<file path="src/rtl/mem_arbiter.sv">
// rtl/mem_arbiter.sv - fetch/data memory arbiter with fixed-latency accesses; MEM_ARBITER_RR_EN selects round-robin tie breaking
module mem_arbiter #(
    parameter int unsigned WAIT_STATES = 1
) (
    input  logic        clk,
    input  logic        rst_n,
    input  logic        i_req,
    input  logic [31:0] i_addr,
    output logic [31:0] i_rdata,
    output logic        i_ack,
    input  logic        d_req,
    input  logic        d_we,
    input  logic [31:0] d_addr,
    input  logic [31:0] d_wdata,
    output logic [31:0] d_rdata,
    output logic        d_ack,
    output logic        m_en,
    output logic        m_we,
    output logic [31:0] m_addr,
    output logic [31:0] m_wdata,
    input  logic [31:0] m_rdata
);

    localparam logic [3:0] WS = 4'(WAIT_STATES);

    typedef enum logic [1:0] {IDLE, BUSY, ACK} state_t;

    state_t      state, state_nxt;
    logic [3:0]  cnt, cnt_nxt;
    logic        gnt_d, gnt_d_nxt;
    logic        m_en_nxt, m_we_nxt, i_ack_nxt, d_ack_nxt;
    logic [31:0] m_addr_nxt, m_wdata_nxt, i_rdata_nxt, d_rdata_nxt;
    logic        pick_d;

`ifdef MEM_ARBITER_RR_EN
    // last_i = 1 when fetch won the previous grant; reset value favours fetch on the first tie
    logic last_i, last_i_nxt;

    assign pick_d = d_req && (!i_req || last_i);

    always_ff @(posedge clk or negedge rst_n) begin
        if (!rst_n) begin
            last_i <= 1'b0;
        end else begin
            last_i <= last_i_nxt;
        end
    end
`else
    assign pick_d = d_req;
`endif

    always_ff @(posedge clk or negedge rst_n) begin
        if (!rst_n) begin
            state   <= IDLE;
            cnt     <= 4'd0;
            gnt_d   <= 1'b0;
            m_en    <= 1'b0;
            m_we    <= 1'b0;
            m_addr  <= 32'd0;
            m_wdata <= 32'd0;
            i_rdata <= 32'd0;
            d_rdata <= 32'd0;
            i_ack   <= 1'b0;
            d_ack   <= 1'b0;
        end else begin
            state   <= state_nxt;
            cnt     <= cnt_nxt;
            gnt_d   <= gnt_d_nxt;
            m_en    <= m_en_nxt;
            m_we    <= m_we_nxt;
            m_addr  <= m_addr_nxt;
            m_wdata <= m_wdata_nxt;
            i_rdata <= i_rdata_nxt;
            d_rdata <= d_rdata_nxt;
            i_ack   <= i_ack_nxt;
            d_ack   <= d_ack_nxt;
        end
    end

    always_comb begin
        state_nxt   = state;
        cnt_nxt     = cnt;
        gnt_d_nxt   = gnt_d;
        m_en_nxt    = m_en;
        m_we_nxt    = m_we;
        m_addr_nxt  = m_addr;
        m_wdata_nxt = m_wdata;
        i_rdata_nxt = i_rdata;
        d_rdata_nxt = d_rdata;
        i_ack_nxt   = 1'b0;
        d_ack_nxt   = 1'b0;
`ifdef MEM_ARBITER_RR_EN
        last_i_nxt  = last_i;
`endif
        case (state)
            IDLE: begin
                if (i_req || d_req) begin
                    gnt_d_nxt   = pick_d;
                    m_en_nxt    = 1'b1;
                    m_we_nxt    = pick_d && d_we;
                    m_addr_nxt  = pick_d ? d_addr : i_addr;
                    m_wdata_nxt = pick_d ? d_wdata : 32'd0;
                    cnt_nxt     = WS;
                    state_nxt   = BUSY;
`ifdef MEM_ARBITER_RR_EN
                    last_i_nxt  = !pick_d;
`endif
                end
            end
            BUSY: begin
                if (cnt != 4'd0) begin
                    cnt_nxt = cnt - 4'd1;
                end else begin
                    if (gnt_d) begin
                        if (!m_we) begin
                            d_rdata_nxt = m_rdata;
                        end
                        d_ack_nxt = 1'b1;
                    end else begin
                        i_rdata_nxt = m_rdata;
                        i_ack_nxt   = 1'b1;
                    end
                    m_en_nxt  = 1'b0;
                    m_we_nxt  = 1'b0;
                    state_nxt = ACK;
                end
            end
            ACK: begin
                state_nxt = IDLE;
            end
            default: begin
                state_nxt = IDLE;
            end
        endcase
    end

endmodule
</file>
<file path="config.mk">
export PLATFORM = sky130hd
export DESIGN_NAME = mem_arbiter
export DESIGN_NICKNAME = d
export VERILOG_FILES = /design/src/rtl/mem_arbiter.sv
export SDC_FILE = /design/constraint.sdc
export NUM_CORES = 1
export LEC_CHECK = 0
export CAP_MARGIN = 40
export CORE_ASPECT_RATIO = 0.6
export CORE_MARGIN = 5
export CORE_UTILIZATION = 30
export CTS_BUF_LIST = sky130_fd_sc_hd__clkbuf_4
export DETAILED_ROUTE_END_ITERATION = 8
export GPL_ROUTABILITY_DRIVEN = 0
export HOLD_SLACK_MARGIN = 0.1
export SETUP_SLACK_MARGIN = 0.2
export SLEW_MARGIN = 10
export SYNTH_ARGS = -nofsm -noshare
export SYNTH_HDL_FRONTEND = slang
export SYNTH_SLANG_ARGS = --single-unit
</file>
<file path="constraint.sdc">
create_clock -name clk -period 2.3 [get_ports clk]
set_clock_uncertainty 0.15 [all_clocks]
set_input_delay 0.46 -clock clk [delete_from_list [all_inputs] [get_ports clk]]
set_output_delay 0.46 -clock clk [all_outputs]
set_load 0.1 [all_outputs]
</file>
==> results by group <==
Outcome
  • Outcome: complete, no violations

CTS
  • H-tree depth: 4
  • CTS tree: built
  • Longest Clk Path Bufs: 2
  • CTS root buffer: clkbuf_4
  • Clock sinks: ~140
  • Inserted Clock Buffers: 17
  • Clock Pin Slew Worst Setup and Hold Paths: between 0.1 and 0.15 ns
  • Worst-Skew Late Latency: between 0.4 and 0.5 ns
  • Setup bufs post-CTS: 0

Min path
  • Min-delay worst type: in2async

Finish
  • Fraction of final layout cells sized beyond drive strength 1: 0.3719
  • Synth-to-layout area growth: 53.50%
  • Fin util: 0.4693
  • # nets final: approximately 800
  • Design Area, Final: 8479 sq um
  • Fillers: 1644
  • Non-Filler Instances: slightly above 900

Critical path
  • Crit path required time: roughly 2.5 ns
  • CP Launch Type: register
  • Critical path data arrival time: between 2 and 2.5 ns
  • RR Endpoint: d_rdata[2]$_DFFE_PN0P_
  • Reg2reg setup slack: 0.34 ns
  • Endpoint type of the worst setup path: register
  • R2r worst-path depth: 6
  • Reg2reg start: cnt[0]$_DFFE_PN0P_
  • Setup crit end: d_rdata[2]$_DFFE_PN0P_
  • Max FO, Critical Path: 32
  • Worst setup path startpoint: cnt[0]$_DFFE_PN0P_
  • WS Path Type: reg2reg

Floorplan
  • Core box area: 18070 sq um
  • IO Pins: about 270
  • Die width: around 190 um
  • Initial Util: 0.3057
  • Full die area: approximately 21000 sq um
  • Die H: between 100 and 150 um
  • Num rows: 38

Synth
  • Top-area cell type share of the netlist area: 0.6297
  • Synthesized cell area: between 5000 and 6000 sq um
  • Cell taking the most area after synthesis: dfrtp_1
  • Synth area leaders: dfrtp_1 63%, mux2_2 13%, o21ai_0 5.9%
  • Net Count, Synth: 528
  • Post-synth EDFFs: 0
  • Yosys warning total: 0
  • Top FF cell, synth: dfrtp_1
  • Mean Syn Cell Area: about 14 sq um
  • Post-synthesis sequential area ratio: 0.6297
  • Async set-reset flop share out of synthesis: 1.000
  • Cells after synthesis: approximately 400
  • Unique masters post-synth: 32
  • FF+latch count, synth: 139

Timing
  • Final hold vios: 0
  • Setup violators final: 0
  • Max Clock Freq: about 0.51 GHz
  • Min Tclk post-route: 1.958 ns
  • Final period utilization: 0.8513
  • RSZ-0062 raised after global routing: false
  • Setup TNS Final: 0 ns
  • Max Slew Vio Count: 0
  • Worst slew pin tran: ~0.43 ns
  • Relative slew slack: 0.7124

Route
  • DR vias/cell: ~4.6
  • Detailed Route Iter0 Violations: around 170
  • DRC viols: 0
  • Final ANT Viol Nets: 0
  • Total wire length: 15.97 mm
  • DR pass1 iterations: 4
  • Via count: 4211
  • Avg WL per Cell: between 15 and 20 um

Flow run
  • Max cap viols: 0

Global routing
  • Vias in the first global route: between 4000 and 5000
  • Total track usage: 0.1458
  • First-pass GRT wire length: roughly 25 mm
  • Initial antenna violation count: 0
  • Remaining global-route overflow: 0
  • Largest net degree at the start of global routing: 52

Placed design
  • Dpl cell area: 8144 sq um
  • DP HPWL: about 12 mm
  • Placed cell count: slightly below 900
  • I/O Buffers: between 200 and 300
## state kept, by name (all words and copies together), names as in the netlist, 2 cells and up
register	flops
m_addr	32
m_wdata	32
i_rdata	32
cnt	4
state	2
d_rdata	32
## timing repair
item,in CTS,in global routing
endpoints found under the setup margin,0,32
hold buffers,1,0
resized for setup,0,2
endpoints found under the hold margin,110,0
## cell usage after synthesis, types with 2 or more instances
master    instances
a22o_1           32
dfrtp_1         139
buf_6             4
inv_1             5
clkbuf_1         11
ha_1              2
mux2i_1          32
or2_1             2
buf_2            13
o21ai_0          65
mux2_2           65
nor2b_1           2
nand2b_1          2
## cells by family (layout without fill, tap and decap cells)
kind of cell	after synthesis	in the layout	synth area share
multiplexers	97	97	0.1905
AO/OA/AOI/OAI	105	105	0.1214
buffers and inverters	33	315	0.03080
other	0	1	0
adder cells (fa/ha/maj)	2	2	0.004529
AND/OR/NAND/NOR	17	17	0.02310
flip-flops	139	139	0.6297
## area by class of cell
| type | instances | area [sq um] | area share |
|---|---|---|---|
| Clock buffer | 17 | 127.6 | 0.01505 |
| Tap cell | 240 | 300.3 | 0.03541 |
| Antenna cell | 1 | 2.502 | 0.0002951 |
| Sequential cell | 139 | 3478 | 0.4102 |
| Multi-Input combinational cell | 221 | 1884 | 0.2222 |
| Inverter | 5 | 18.77 | 0.002213 |
| Timing Repair Buffer | 278 | 2482 | 0.2928 |
| Clock inverter | 15 | 185.2 | 0.02184 |
## per-layer routing
metal	GRT usage	part of all wire	wire [um]	up-vias
met3	0.04900	0.089	1416	16
met2	0.2374	0.47	7496	166
li1	-	-	-	1964
met5	0	0	0	-
met4	0.03861	0.010	167	0
met1	0.1885	0.43	6889	2065
## through the flow
step / hold WS [ns] / worst slack, ns
2_1_floorplan: 0.01441 / 0.2381
5_1_grt: 0.2668 / 0.2114
6_report: 0.2765 / 0.3419
3_3_place_gp: 0.2629 / 0.2673
3_5_place_dp: 0.2700 / 0.2582
4_1_cts: 0.2516 / 0.2170
## cell usage in the layout, fill, tap and decap left out, types with 2 or more instances in the layout
cell,netlist,routed
a22o_1,32,32
inv_6,0,5
clkinv_1,0,2
clkbuf_4,0,17
nor2_2,1,2
clkdlybuf4s50_1,0,130
o21ai_0,65,65
inv_1,5,5
buf_12,0,5
ha_1,2,2
bufinv_16,0,3
nor2b_1,2,2
dfrtp_1,139,139
inv_8,0,2
mux2i_1,32,32
mux2_2,65,65
buf_4,0,139
nand2b_1,2,2
buf_6,4,2
or2_2,1,2
## critical path, stage by stage (launching register included)
cell      delay [ns]
dfrtp_1         0.40
inv_1           0.11
ha_1            0.20
nor3b_4         0.28
nand4b_2        0.13
buf_6           0.24
mux2_2          0.32
## worst min-delay path by stage
| stage | slack [ns] | start | to |
|---|---|---|---|
| after floorplan | 0.01 | rst_n | cnt[0]$_DFFE_PN0P_ |
| after global placement | 0.26 | rst_n | m_wdata[0]$_DFFE_PN0P_ |
| after detailed placement | 0.27 | rst_n | m_wdata[8]$_DFFE_PN0P_ |
| after CTS | 0.25 | rst_n | i_rdata[15]$_DFFE_PN0P_ |
| after global routing | 0.27 | rst_n | m_wdata[23]$_DFFE_PN0P_ |
| final | 0.28 | rst_n | m_wdata[8]$_DFFE_PN0P_ |
Power is not shown: default switching activity piles up to over one toggle a cycle in this logic, so the estimate is an artifact.
